File: src/rtl/mux4_16_reg.sv
// ============================================================================
// Module   : mux4_16_reg
// Brief    : Registered 4:1 multiplexer; selects one of four data words and
//            presents it from a flop one cycle later.
// Revision : 1.0 - initial release
// ============================================================================
`default_nettype none

module mux4_16_reg #(
    parameter int WIDTH = 16
) (
    input  logic             clk_i,
    input  logic             rst_i,
    input  logic [1:0]       sel_i,
    input  logic [WIDTH-1:0] a_i,
    input  logic [WIDTH-1:0] b_i,
    input  logic [WIDTH-1:0] c_i,
    input  logic [WIDTH-1:0] d_i,
    output logic [WIDTH-1:0] y_o
);

    localparam logic [1:0] c_SEL_A = 2'b00;
    localparam logic [1:0] c_SEL_B = 2'b01;
    localparam logic [1:0] c_SEL_C = 2'b10;
    localparam logic [1:0] c_SEL_D = 2'b11;

    generate
        if (WIDTH < 1) begin : g_width_check
            $error("mux4_16_reg: WIDTH must be >= 1");
        end
    endgenerate

    logic [WIDTH-1:0] w_mux;
    logic [WIDTH-1:0] r_y;

    always_comb begin
        w_mux = a_i;
        case (sel_i)
            c_SEL_A: w_mux = a_i;
            c_SEL_B: w_mux = b_i;
            c_SEL_C: w_mux = c_i;
            c_SEL_D: w_mux = d_i;
            default: w_mux = a_i;
        endcase
    end

    // Reset wins over selection so a reset edge always yields all-zero output.
    always_ff @(posedge clk_i) begin
        if (rst_i) begin
            r_y <= '0;
        end else begin
            r_y <= w_mux;
        end
    end

    assign y_o = r_y;

endmodule

`default_nettype wire

File: config.mk
export PLATFORM = sky130hd
export DESIGN_NAME = mux4_16_reg
export DESIGN_NICKNAME = d
export VERILOG_FILES = /design/src/rtl/mux4_16_reg.sv
export SDC_FILE = /design/constraint.sdc
export NUM_CORES = 1
export LEC_CHECK = 0
export ABC_AREA = 1
export BUFFER_PORTS_ARGS = -buffer_cell sky130_fd_sc_hd__buf_4
export CAP_MARGIN = 20
export CORE_MARGIN = 2
export CORE_UTILIZATION = 36
export CTS_BUF_LIST = sky130_fd_sc_hd__clkbuf_8
export DETAILED_ROUTE_END_ITERATION = 10
export PLACE_DENSITY = 0.78
export SLEW_MARGIN = 20
export SYNTH_ARGS = -nofsm -noshare
export SYNTH_HDL_FRONTEND = slang
export SYNTH_SLANG_ARGS = --single-unit
export TNS_END_PERCENT = 10
File: constraint.sdc
create_clock -name clk_i -period 0.8 [get_ports clk_i]
set_input_delay 0.04 -clock clk_i [delete_from_list [all_inputs] [get_ports clk_i]]
set_output_delay 0.04 -clock clk_i [all_outputs]
set_load 0.02 [all_outputs]
Word-level counts from Yosys, hierarchy flattened
Cells that the tools add are included.

word-level totals
  bits of input ports = 68
  register bits after elaboration = 16
  output and inout port bits = 16
  word-level logic and storage cells = 6

operators by class
  equality and inequality tests = 3
  muxes and demuxes = 1
  reductions and logical operators = 1

operators by type and width
  operator                                                         number
  16-bit case mux with 4 select lines                              1
  2-bit == test, second input constant                             2
  2-bit by 1-bit == test with 1-bit output, second input constant  1
  2-bit zero test                                                  1

Depth between registers and ports, before layout
  depth after elaboration = 2
  mapped depth = 7

Worst setup path before layout
No wires, ideal clock.

  kind = input to register
  from = input sel_i[1]
  to = register r_y[10] (netlist: y_o[10])
  path slack = 114 ps
  cell stages on the path = 6
  library setup time = 114 ps
  path buffers = 2
  arrival time = 571 ps
  path through = buf_6 > inv_8 > nand2_8 > buf_6 > o21ai_1 > nor2_1

on the way
  cells in the longest elaborated chain, start to end = 2
  elaborated cells between the ends (all ways) = 5

RTL lines
  what                                         RTL line  text
  start, declared                              14        input logic [1:0] sel_i,
  2-bit == test, or another cell as far along  38        case (sel_i)
  16-bit case mux with 4 select lines *        38
  end signal, assigned                         52        r_y <= w_mux;
  end, declared                                34        logic [WIDTH-1:0] r_y;

Every way passes the cells marked *; elsewhere a longest branch is shown, timed or not.
A chain may end at the register's enable or synchronous reset.

Worst setup path in the final report
  from = register r_y[14] (netlist: y_o[14])
  to = output y_o[14]

RTL lines
  what           RTL line  text
  end, declared  19        output logic [WIDTH-1:0] y_o

No word-level cell between the ends.

==> metrics.cfg <==
[run_status]
outcome=finished, final reports clean

[synth]
synth_nets=229
syn-instance-count=161
synth_cell_types=12
synth_top_area_share_pct=30.9
ys_seq_area_share_pct=30.9
synth.area.top_cells=dfxtp_1 31%, nand3_1 20%, nand2_1 14%
synth.largest_area_cell=dfxtp_1
syn_avg_cell_area_um2=6.44
yosys_warnings=0
ys_ff_latch=16
netlist_area_um2=1040

[placed_design]
postPlaceCellArea_um2=1640
dp_hpwl_um=2260
gp_congestion=0.731
dp.cells=267
numPortBuffers=83

[drt]
totalWireLength_um=3050
routed_via_density=4.76
detail_route.first_pass.iterations=4
drcViolationCount=0
via_count=1290
drt_iter0_markers=38
ant_nets=0
drt-wirelength-per-cell_um=11.3

[timing]
final-setup-viol-count=0
slew_viol_final=0
slew_headroom_pct=86.3
fmax_ghz=1.35
hold_viol=0
fin_tns_setup_ps=0
worst_slew_pin_slew_ps=205
fin_crit_ps=742
rsz0062_at_grt=no
finalCritPeriodShare_pct=92.8

[setup_path]
crit_buf_inv=1
cp_num_cells=1
crit_slowest_cell=dfxtp_1
crit_required_ps=760
crit_chain=buf_4
crit_path_max_incr_delay_ps=320
cp.arrival_ps=700
path_class=reg2out
start_kind=register
endpoint=y_o[14]
crit_fanout=1
crit_start=y_o[14]
cp-end-kind=primary output
critPathTopFamily=flip-flops

[cts]
clock_sinks=16
tritoncts=done
cts_max_level=1
cts.clk_slew.worst_paths_ps=70
ctsHoldBuffers=0
cts_setup_buffers=0
cts_buffers=3
cts-resized-gates=0
cts_buffer_depth=2
cts-root-buf=clkbuf_8

[die]
initial_utilization_pct=37.6
die_area_um2=3330
core-area_um2=2760
die_h_um=57.7
die_w_um=57.7
row_count=19
num_io_pins=84

[layout]
nNetsFinal=309
layout_common_cells=86 x buf_4, 42 x nand3_1, 38 x nand2_1, 32 x nor2_1
fin_area_um2=1700
drive_gt1_share_pct=39.6
largest_reg_flops=16
final_util_pct=61.5
fillers=272
diodes=0
stdcell_count=271
layout_commonest_cell=buf_4
area_delta_synth_final_pct=63.6

[pwr]
p_leak_nw=0.930
peakVddDrop_v=0.00103
powerDensity_nw_per_um2=1400
finalPower_mw=2.38

[hold_path]
min_path_type=in2reg

[global_routing]
grt_first_pass_wirelength_um=4810
grt.overflow.total=0
antenna_found_initial=0
grt_use_total_pct=18.0
grt_start_max_net_pins=33
first_global_vias=1136

[flow_run]
cap_violations=0

-- cells by family after synthesis --
family / count (synthesis) / synth area share (%)
and+or+nand+nor: 113 / 47.5
buffers and inverters: 16 / 13.9
DFF: 16 / 30.9
AOI/OAI and AO/OA: 16 / 7.72
-- worst min path at each step --
stage	startpoint	endpoint	slack, ps	depth (start not counted)
4_1_cts	a_i[9]	y_o[9]	40	3
3_5_place_dp	a_i[1]	y_o[1]	300	3
5_1_grt	a_i[10]	y_o[10]	60	3
3_3_place_gp	a_i[15]	y_o[15]	290	3
2_1_floorplan	a_i[0]	y_o[0]	200	2
6_report	a_i[9]	y_o[9]	40	3
-- final cells by class --
type	instances	area [µm²]	area share (%)
Tap cell	31	38.8	2.29
Multi-Input combinational cell	129	573	33.8
Sequential cell	16	320	18.9
Inverter	3	23.8	1.40
Clock buffer	4	55.1	3.24
Timing Repair Buffer	88	686	40.4
-- report_power, final --
| part | switching, mW | internal (mW) |
|---|---|---|
| logic | 0.363 | 0.414 |
| clock network | 0.288 | 0.436 |
| registers | 0.0155 | 0.861 |
| total | 0.666 | 1.71 |
-- synthesized netlist by cell type, drive strengths merged --
cell type,instances
buf,12
clkbuf,1
dfxtp,16
inv,3
nand2,39
nand3,42
nor2,32
o21ai,16
-- stage by stage --
step | hold slack, ps | setup WS [ps]
after floorplan | 201 | 114
after global placement | 291 | -0.377
after detailed placement | 299 | -27.2
after CTS | 41.6 | 47.8
after global routing | 56.8 | 34.0
final | 43.1 | 57.6
-- metal layers --
metal	routed length, µm	track usage [%]	share of wire (%)
met3	271	3.57	8.9
met4	22	3.99	0.72
met5	0	0	0
met1	1300	23.0	43
met2	1460	31.3	48
Power figures use the tool's default switching activity.
